<file path="config.mk">
export PLATFORM = sky130hd
export DESIGN_NAME = axis_pkt_tx_flat
export DESIGN_NICKNAME = d
export VERILOG_FILES = /design/src/rtl/axis_pkt_tx_pkg.sv /design/src/rtl/axis_pkt_tx_if.sv /design/src/rtl/axis_pkt_tx.sv /design/src/flat_wrapper.sv
export SDC_FILE = /design/constraint.sdc
export NUM_CORES = 1
export LEC_CHECK = 0
export ABC_AREA = 1
export CORE_ASPECT_RATIO = 0.6
export CORE_MARGIN = 10
export CORE_UTILIZATION = 45
export CTS_CLUSTER_SIZE = 28
export DETAILED_ROUTE_END_ITERATION = 8
export GPL_TIMING_DRIVEN = 0
export PLACE_DENSITY = 0.8
export SLEW_MARGIN = 10
export SYNTH_ARGS = -nofsm -noshare
export SYNTH_HDL_FRONTEND = slang
export SYNTH_SLANG_ARGS = --single-unit
</file>
<file path="constraint.sdc">
create_clock -name clk -period 16.7 [get_ports clk]
set_input_delay 3.34 -clock clk [delete_from_list [all_inputs] [get_ports clk]]
set_output_delay 3.34 -clock clk [all_outputs]
set_load 0.02 [all_outputs]
</file>
<file path="src/rtl/axis_pkt_tx_pkg.sv">
//------------------------------------------------------------------------------
// Module      : axis_pkt_tx_pkg
// Description : Shared widths, FSM state type and last-beat strobe helper
//               for the AXI-Stream packet transmitter.
// Revision    : 1.0 - initial release
//------------------------------------------------------------------------------
`default_nettype none

package axis_pkt_tx_pkg;

    localparam int TDATA_WIDTH = 128;
    localparam int TUSER_WIDTH = 8;
    localparam int BPB         = TDATA_WIDTH / 8;
    localparam int REM_WIDTH   = (BPB > 1) ? $clog2(BPB) : 1;

    typedef enum logic {
        TX_IDLE = 1'b0,
        TX_SEND = 1'b1
    } tx_state_t;

    // Strobe for the final beat: low 'rem' bytes valid, a zero remainder
    // means the final beat is completely full.
    function automatic logic [BPB-1:0] strb_mask(input logic [REM_WIDTH-1:0] rem);
        logic [BPB-1:0] mask;
        for (int i = 0; i < BPB; i++) begin
            mask[i] = (rem == '0) || (REM_WIDTH'(i) < rem);
        end
        return mask;
    endfunction

endpackage

`default_nettype wire

</file>
<file path="src/rtl/axis_pkt_tx_if.sv">
//------------------------------------------------------------------------------
// Module      : axi_intf
// Description : AXI-Stream bundle (valid/ready/data/last/strb/user) with
//               master and slave views.
// Revision    : 1.0 - initial release
//------------------------------------------------------------------------------
`default_nettype none

interface axi_intf #(
    parameter int TDATA_WIDTH = axis_pkt_tx_pkg::TDATA_WIDTH,
    parameter int TUSER_WIDTH = axis_pkt_tx_pkg::TUSER_WIDTH
);
    import axis_pkt_tx_pkg::*;

    logic                     tvalid;
    logic                     tready;
    logic [TDATA_WIDTH-1:0]   tdata;
    logic                     tlast;
    logic [TDATA_WIDTH/8-1:0] tstrb;
    logic [TUSER_WIDTH-1:0]   tuser;

    modport master (
        output tvalid, tdata, tlast, tstrb, tuser,
        input  tready
    );

    modport slave (
        input  tvalid, tdata, tlast, tstrb, tuser,
        output tready
    );

endinterface

`default_nettype wire

</file>
<file path="src/rtl/axis_pkt_tx.sv">
//------------------------------------------------------------------------------
// Module      : axis_pkt_tx
// Description : AXI-Stream packet transmitter. Takes a (length, user)
//               command plus a word-wide payload feed and emits the packet
//               through a single output register stage with tlast/tstrb on
//               the final beat and a registered tx_done pulse.
// Revision    : 1.0 - initial release
//------------------------------------------------------------------------------
`default_nettype none

module axis_pkt_tx #(
    parameter int TDATA_WIDTH = axis_pkt_tx_pkg::TDATA_WIDTH,
    parameter int TUSER_WIDTH = axis_pkt_tx_pkg::TUSER_WIDTH,
    parameter int LEN_WIDTH   = 16
) (
    input  wire logic                   clk,
    input  wire logic                   rst,
    input  wire logic                   cmd_valid,
    output logic                        cmd_ready,
    input  wire logic [LEN_WIDTH-1:0]   cmd_len,
    input  wire logic [TUSER_WIDTH-1:0] cmd_user,
    input  wire logic                   pay_valid,
    output logic                        pay_ready,
    input  wire logic [TDATA_WIDTH-1:0] pay_data,
    axi_intf.master                     m_axis,
    output logic                        tx_done
);
    import axis_pkt_tx_pkg::*;

    localparam int NB = TDATA_WIDTH / 8;
    localparam int RW = (NB > 1) ? $clog2(NB) : 1;
    localparam int BW = LEN_WIDTH + 1;

    tx_state_t              state_q,     state_d;
    logic [BW-1:0]          beats_left_q, beats_left_d;
    logic [RW-1:0]          rem_q,       rem_d;
    logic [TUSER_WIDTH-1:0] user_q,      user_d;
    logic                   m_tvalid_q,  m_tvalid_d;
    logic [TDATA_WIDTH-1:0] m_tdata_q,   m_tdata_d;
    logic                   m_tlast_q,   m_tlast_d;
    logic [NB-1:0]          m_tstrb_q,   m_tstrb_d;
    logic [TUSER_WIDTH-1:0] m_tuser_q,   m_tuser_d;
    logic                   tx_done_q,   tx_done_d;

    logic [BW-1:0]          beats_calc;
    logic [RW-1:0]          rem_calc;
    logic [NB-1:0]          last_strb;
    logic                   pay_fire;
    logic                   last_load;

    // Beat count is widened by one bit so a maximum length cannot wrap.
    assign beats_calc = ({1'b0, cmd_len} + BW'(NB - 1)) / BW'(NB);
    assign rem_calc   = RW'(cmd_len % LEN_WIDTH'(NB));

    assign cmd_ready  = (state_q == TX_IDLE);
    assign pay_ready  = (state_q == TX_SEND) && (beats_left_q != '0)
                        && (!m_tvalid_q || m_axis.tready);
    assign pay_fire   = pay_valid && pay_ready;
    assign last_load  = (beats_left_q == BW'(1));

    // Final-beat strobe: the low 'rem' bytes, or every byte when rem is zero.
    always_comb begin
        last_strb = '0;
        for (int i = 0; i < NB; i++) begin
            last_strb[i] = (rem_q == '0) || (RW'(i) < rem_q);
        end
    end

    // Next-state logic for the FSM, beat counter and output register.
    always_comb begin
        state_d      = state_q;
        beats_left_d = beats_left_q;
        rem_d        = rem_q;
        user_d       = user_q;
        m_tvalid_d   = m_tvalid_q;
        m_tdata_d    = m_tdata_q;
        m_tlast_d    = m_tlast_q;
        m_tstrb_d    = m_tstrb_q;
        m_tuser_d    = m_tuser_q;
        tx_done_d    = m_tvalid_q && m_axis.tready && m_tlast_q;

        case (state_q)
            TX_IDLE: begin
                // A zero-length command is consumed without leaving idle.
                if (cmd_valid && (cmd_len != '0)) begin
                    state_d      = TX_SEND;
                    beats_left_d = beats_calc;
                    rem_d        = rem_calc;
                    user_d       = cmd_user;
                end
            end
            TX_SEND: begin
                if (pay_fire && last_load) begin
                    state_d = TX_IDLE;
                end
            end
            default: state_d = TX_IDLE;
        endcase

        if (pay_fire) begin
            beats_left_d = beats_left_q - BW'(1);
            m_tvalid_d   = 1'b1;
            m_tlast_d    = last_load;
            m_tstrb_d    = last_load ? last_strb : '1;
            m_tuser_d    = user_q;
            // Bytes outside the strobe are zeroed so stale payload never leaks.
            for (int i = 0; i < NB; i++) begin
                m_tdata_d[8*i +: 8] = m_tstrb_d[i] ? pay_data[8*i +: 8] : 8'h00;
            end
        end else if (m_tvalid_q && m_axis.tready) begin
            m_tvalid_d = 1'b0;
        end
    end

    // State and output register; reset truncates any packet in flight.
    always_ff @(posedge clk or posedge rst) begin
        if (rst) begin
            state_q      <= TX_IDLE;
            beats_left_q <= '0;
            rem_q        <= '0;
            user_q       <= '0;
            m_tvalid_q   <= 1'b0;
            m_tdata_q    <= '0;
            m_tlast_q    <= 1'b0;
            m_tstrb_q    <= '0;
            m_tuser_q    <= '0;
            tx_done_q    <= 1'b0;
        end else begin
            state_q      <= state_d;
            beats_left_q <= beats_left_d;
            rem_q        <= rem_d;
            user_q       <= user_d;
            m_tvalid_q   <= m_tvalid_d;
            m_tdata_q    <= m_tdata_d;
            m_tlast_q    <= m_tlast_d;
            m_tstrb_q    <= m_tstrb_d;
            m_tuser_q    <= m_tuser_d;
            tx_done_q    <= tx_done_d;
        end
    end

    assign m_axis.tvalid = m_tvalid_q;
    assign m_axis.tdata  = m_tdata_q;
    assign m_axis.tlast  = m_tlast_q;
    assign m_axis.tstrb  = m_tstrb_q;
    assign m_axis.tuser  = m_tuser_q;
    assign tx_done       = tx_done_q;

endmodule

`default_nettype wire

</file>
<file path="src/flat_wrapper.sv">
// flat-port wrapper written by rule: the top's interface ports become plain ports
module axis_pkt_tx_flat import axis_pkt_tx_pkg::*;
#(
    parameter int TDATA_WIDTH = axis_pkt_tx_pkg::TDATA_WIDTH,
    parameter int TUSER_WIDTH = axis_pkt_tx_pkg::TUSER_WIDTH,
    parameter int LEN_WIDTH   = 16
)
  (clk, rst, cmd_valid, cmd_ready, cmd_len, cmd_user, pay_valid, pay_ready, pay_data, tx_done, m_axis_tvalid, m_axis_tdata, m_axis_tlast, m_axis_tstrb, m_axis_tuser, m_axis_tready);
  axi_intf #(.TDATA_WIDTH(TDATA_WIDTH), .TUSER_WIDTH(TUSER_WIDTH)) m_axis_i ();
  input  wire logic clk;
  input  wire logic rst;
  input  wire logic cmd_valid;
  output logic cmd_ready;
  input  wire logic [LEN_WIDTH-1:0] cmd_len;
  input  wire logic [TUSER_WIDTH-1:0] cmd_user;
  input  wire logic pay_valid;
  output logic pay_ready;
  input  wire logic [TDATA_WIDTH-1:0] pay_data;
  output logic tx_done;
  output wire logic [$bits(m_axis_i.tvalid)-1:0] m_axis_tvalid;
  output wire logic [$bits(m_axis_i.tdata)-1:0] m_axis_tdata;
  output wire logic [$bits(m_axis_i.tlast)-1:0] m_axis_tlast;
  output wire logic [$bits(m_axis_i.tstrb)-1:0] m_axis_tstrb;
  output wire logic [$bits(m_axis_i.tuser)-1:0] m_axis_tuser;
  input wire logic [$bits(m_axis_i.tready)-1:0] m_axis_tready;
  assign m_axis_tvalid = m_axis_i.tvalid;
  assign m_axis_tdata = m_axis_i.tdata;
  assign m_axis_tlast = m_axis_i.tlast;
  assign m_axis_tstrb = m_axis_i.tstrb;
  assign m_axis_tuser = m_axis_i.tuser;
  assign m_axis_i.tready = m_axis_tready;
  axis_pkt_tx #(.TDATA_WIDTH(TDATA_WIDTH), .TUSER_WIDTH(TUSER_WIDTH), .LEN_WIDTH(LEN_WIDTH)) u_core (.clk(clk), .rst(rst), .cmd_valid(cmd_valid), .cmd_ready(cmd_ready), .cmd_len(cmd_len), .cmd_user(cmd_user), .pay_valid(pay_valid), .pay_ready(pay_ready), .pay_data(pay_data), .m_axis(m_axis_i), .tx_done(tx_done));
endmodule
</file>
==> impl_results.md, run 1 <==
- Ratio of cells with drive above 1 in the final layout: 0.0771
- Post-synthesis to final-layout area growth: 47.7%
- DRC viols: 0
- Gate count after technology mapping: 1030
- Largest net degree at the start of global routing: 95
- Hold Fails Final Rpt: 0
- Clock Tree Root: sky130_fd_sc_hd__clkbuf_16
- Setup repair after global routing missed its margin: false
- Buffer depth of the longest clock path: 2
- Relative slew margins: 0.544
- Number of input and output port buffers inserted: between 300 and 400
- CTS H-Tree Depth: 4
- Startpoint type of the worst setup path: primary input
- Detail Route Antenna Nets: 0
- Die height: roughly 130 um
- Worst EP arrival: between 5000 and 6000 ps
- Cell Area, Synth: about 8400 um2
- Clock buffers created by TritonCTS: 17
- Register area share after synthesis: 0.549
- Count of routing violations after the opening detailed-route iteration: slightly above 700
- Gr ovfl total: 0
- Synthesized netlist net count: 1190
- Final routed wire length divided by cell count: 19.5 um
- Ratio of routed vias to standard cells: roughly 5.1
- Num ports: approximately 310
- Type of the worst setup path: in2out
- Sum of net half-perimeters after detailed placement: between 20000 and 25000 um
- Primary flip-flop cell chosen by synthesis mapping: sky130_fd_sc_hd__dfrtp_1
- Flop and latch count out of synthesis: 185
- Core Area: roughly 18000 um2
- Number of antenna violations at the first check in global routing: 1
- Setup total negative slack: 0 ps
- CTS tree: yes
- Number of clock sinks seen by CTS: 185
- Count of yosys warnings during synthesis: 0
- Global-route wire length before repair: 48500 um
- Worst IR drop on VDD: 0.0747 mV
- Overall power after layout: around 0.0016 W
- Net count reported at finish: 1522
- Cell row count: 38
- Via count of the first global-routing pass: 8142
- Static leakage power: 6.09 nW
- Buffer count from post-CTS setup fixing: 0
- Power density normalized to cell area: between 100 and 150 nW/um2
- Fraction of the cycle the final worst path needs: 0.520
- Share of synthesized registers carrying an async set or reset: 1.00
- Routability congestion estimate: around 0.93
- Initial core utilization: 0.463
- Path type of the worst min-delay path: reg2reg
- Number of enable flip-flop cells after synthesis: 0
- CTS resizes: 0
- Run status: finished clean
- Final number of max-transition violations: 0
- Inst Count DP: roughly 1600
- Total global-route track usage: 0.249
- Overall die width: ~200 um
- Total Routed Length: 31500 um
- Post-Syn Area per Cell: slightly above 8 um2
- Crit. End Element: output pin
- Total of endpoints with negative setup slack in the final report: 0
- Die ar.: about 25000 um2
- Maximum fanout along the worst path: 5
- Antenna diode count: 0
- Final instance count without filler cells: ~1600
- Clk slew on worst S/H paths: ~70 ps
- Max Fclk: ~120 MHz
- Worst EP required: around 13000 ps
- Final critical delay including setup and external delays: about 8700 ps
- Iteration count of the initial detailed-routing pass: 5
- Maxcap violations: 0
- Post-route clock skew: between 15 and 20 ps
- Clock latency at the later pin of the worst-skew pair: between 400 and 500 ps
- Detailed-route via count: ~8000
- Distinct cell type count after synthesis: 31
- Transition time at the pin with the least slew margin: roughly 680 ps
- Hold_buf cts: 0
[critical path, stage by stage]
cell	delay, ps
sky130_fd_sc_hd__clkdlybuf4s50_1	470
sky130_fd_sc_hd__inv_1	80
sky130_fd_sc_hd__a21oi_2	330
sky130_fd_sc_hd__inv_1	80
sky130_fd_sc_hd__a21oi_1	350
sky130_fd_sc_hd__clkdlybuf4s50_1	690
[stage by stage]
stage	setup slack [ps]	util	instance area, um2	hold WS (ps)
2_1_floorplan	8330	-	8430	442
3_3_place_gp	5700	0.651	11900	449
3_5_place_dp	8080	0.653	11900	456
4_1_cts	8040	0.683	12400	478
5_1_grt	7970	0.683	12400	490
6_report	8020	0.683	12400	478
[routing by layer]
layer / vias up / global-route usage / routed length, um / part of all wire
li1: 3907 / - / - / -
met1: 3904 / 0.332 / 13300 / 0.42
met2: 368 / 0.371 / 14000 / 0.44
met3: 24 / 0.105 / 3880 / 0.12
met4: 2 / 0.0546 / 355 / 0.011
met5: - / 0 / 15 / 0.00048
[cells in the final DEF (no fill, tap or decap), types with 9 or more instances in the layout]
cell type / n
sky130_fd_sc_hd__buf_2: 20
sky130_fd_sc_hd__nand3_2: 9
sky130_fd_sc_hd__clkbuf_16: 17
sky130_fd_sc_hd__o21ai_0: 54
sky130_fd_sc_hd__clkdlybuf4s50_1: 312
sky130_fd_sc_hd__buf_6: 14
sky130_fd_sc_hd__nand3_1: 89
sky130_fd_sc_hd__nor2_1: 51
sky130_fd_sc_hd__dfrtp_1: 185
sky130_fd_sc_hd__nand4_1: 10
sky130_fd_sc_hd__nand2_1: 485
sky130_fd_sc_hd__inv_1: 44
[flip-flops by register name, summed over array words and instances, names as in the netlist]
name,flops
u_core.beats_left_q,17
u_core.m_axis.tdata,128
u_core.m_axis.tlast,1
u_core.m_axis.tstrb,16
u_core.m_axis.tuser,8
u_core.m_axis.tvalid,1
u_core.rem_q,4
u_core.state_q,1
u_core.tx_done,1
u_core.user_q,8
[cells in the mapped netlist (7+ instances only)]
| cell | n | area [um2] |
|---|---|---|
| sky130_fd_sc_hd__nand2_1 | 485 | 1820 |
| sky130_fd_sc_hd__dfrtp_1 | 185 | 4630 |
| sky130_fd_sc_hd__nand3_1 | 89 | 445 |
| sky130_fd_sc_hd__o21ai_0 | 54 | 270 |
| sky130_fd_sc_hd__nor2_1 | 51 | 191 |
| sky130_fd_sc_hd__inv_1 | 45 | 169 |
| sky130_fd_sc_hd__buf_2 | 20 | 100 |
| sky130_fd_sc_hd__buf_6 | 14 | 158 |
| sky130_fd_sc_hd__nand4_1 | 10 | 62.6 |
| sky130_fd_sc_hd__nand3_2 | 9 | 90.1 |
| sky130_fd_sc_hd__buf_4 | 7 | 52.6 |
[cells by family after synthesis]
family | after synthesis | share of synthesized area
buffers and inverters | 93 | 0.0600
AO/OA/AOI/OAI | 70 | 0.0432
XOR/XNOR | 8 | 0.00832
adder cells (fa/ha/maj) | 3 | 0.00445
AND/OR/NAND/NOR | 671 | 0.335
flip-flops | 185 | 0.549
[area by class of cell]
type | instances | area (um2)
inverters | 48 | 188
repair buffers | 313 | 3150
multi-input cells | 752 | 3290
well taps | 240 | 300
plain buffers | 45 | 325
clock inverters | 11 | 88.8
flip-flops and latches | 185 | 4630
clock buffers | 21 | 470
fillers | 1435 | 5770
[path summary, 6_finish.rpt]
path                                               startpoint                                  end  slack, ps  depth (start not counted)
setup / recovery                                m_axis_tready                            pay_ready       8020                          6
hold / removal                   u_core.user_q[1]$_DFFE_PP0P_   u_core.m_axis.tuser[1]$_DFFE_PP0P_        480                          2
setup reg to reg           u_core.beats_left_q[0]$_DFFE_PP0P_   u_core.m_axis.tuser[3]$_DFFE_PP0P_      14640                         11
hold reg to reg                  u_core.user_q[1]$_DFFE_PP0P_   u_core.m_axis.tuser[1]$_DFFE_PP0P_        480                          2
max in group asynchronous                                 rst   u_core.m_axis.tdata[0]$_DFFE_PP0P_      12390                          3
min in group asynchronous                                 rst  u_core.m_axis.tdata[54]$_DFFE_PP0P_       3410                          2
[report_power, final]
part / internal [W] / switching (W)
Sequential: 0.000547 / 0.0000689
Clock: 0.000205 / 0.000182
Combinational: 0.000244 / 0.000312
Total: 0.000996 / 0.000562
Power figures use the tool's default switching activity.
==> run 2, diff against run 1 <==
clock period = 9.01 ns   (was 16.7 ns; I/O delays follow)
==> results of run 2 <==
The final DEF is identical to that of run 1. Status: finished clean.
Among the figures that moved: setup slack after placement 8080 ps -> 3470 ps; setup slack after layout 8020 ps -> 3410 ps; register-to-register setup slack 14640 ps -> 6950 ps; total power 0.00156 W -> 0.00289 W; worst IR drop on VDD 0.0747 mV -> 0.138 mV
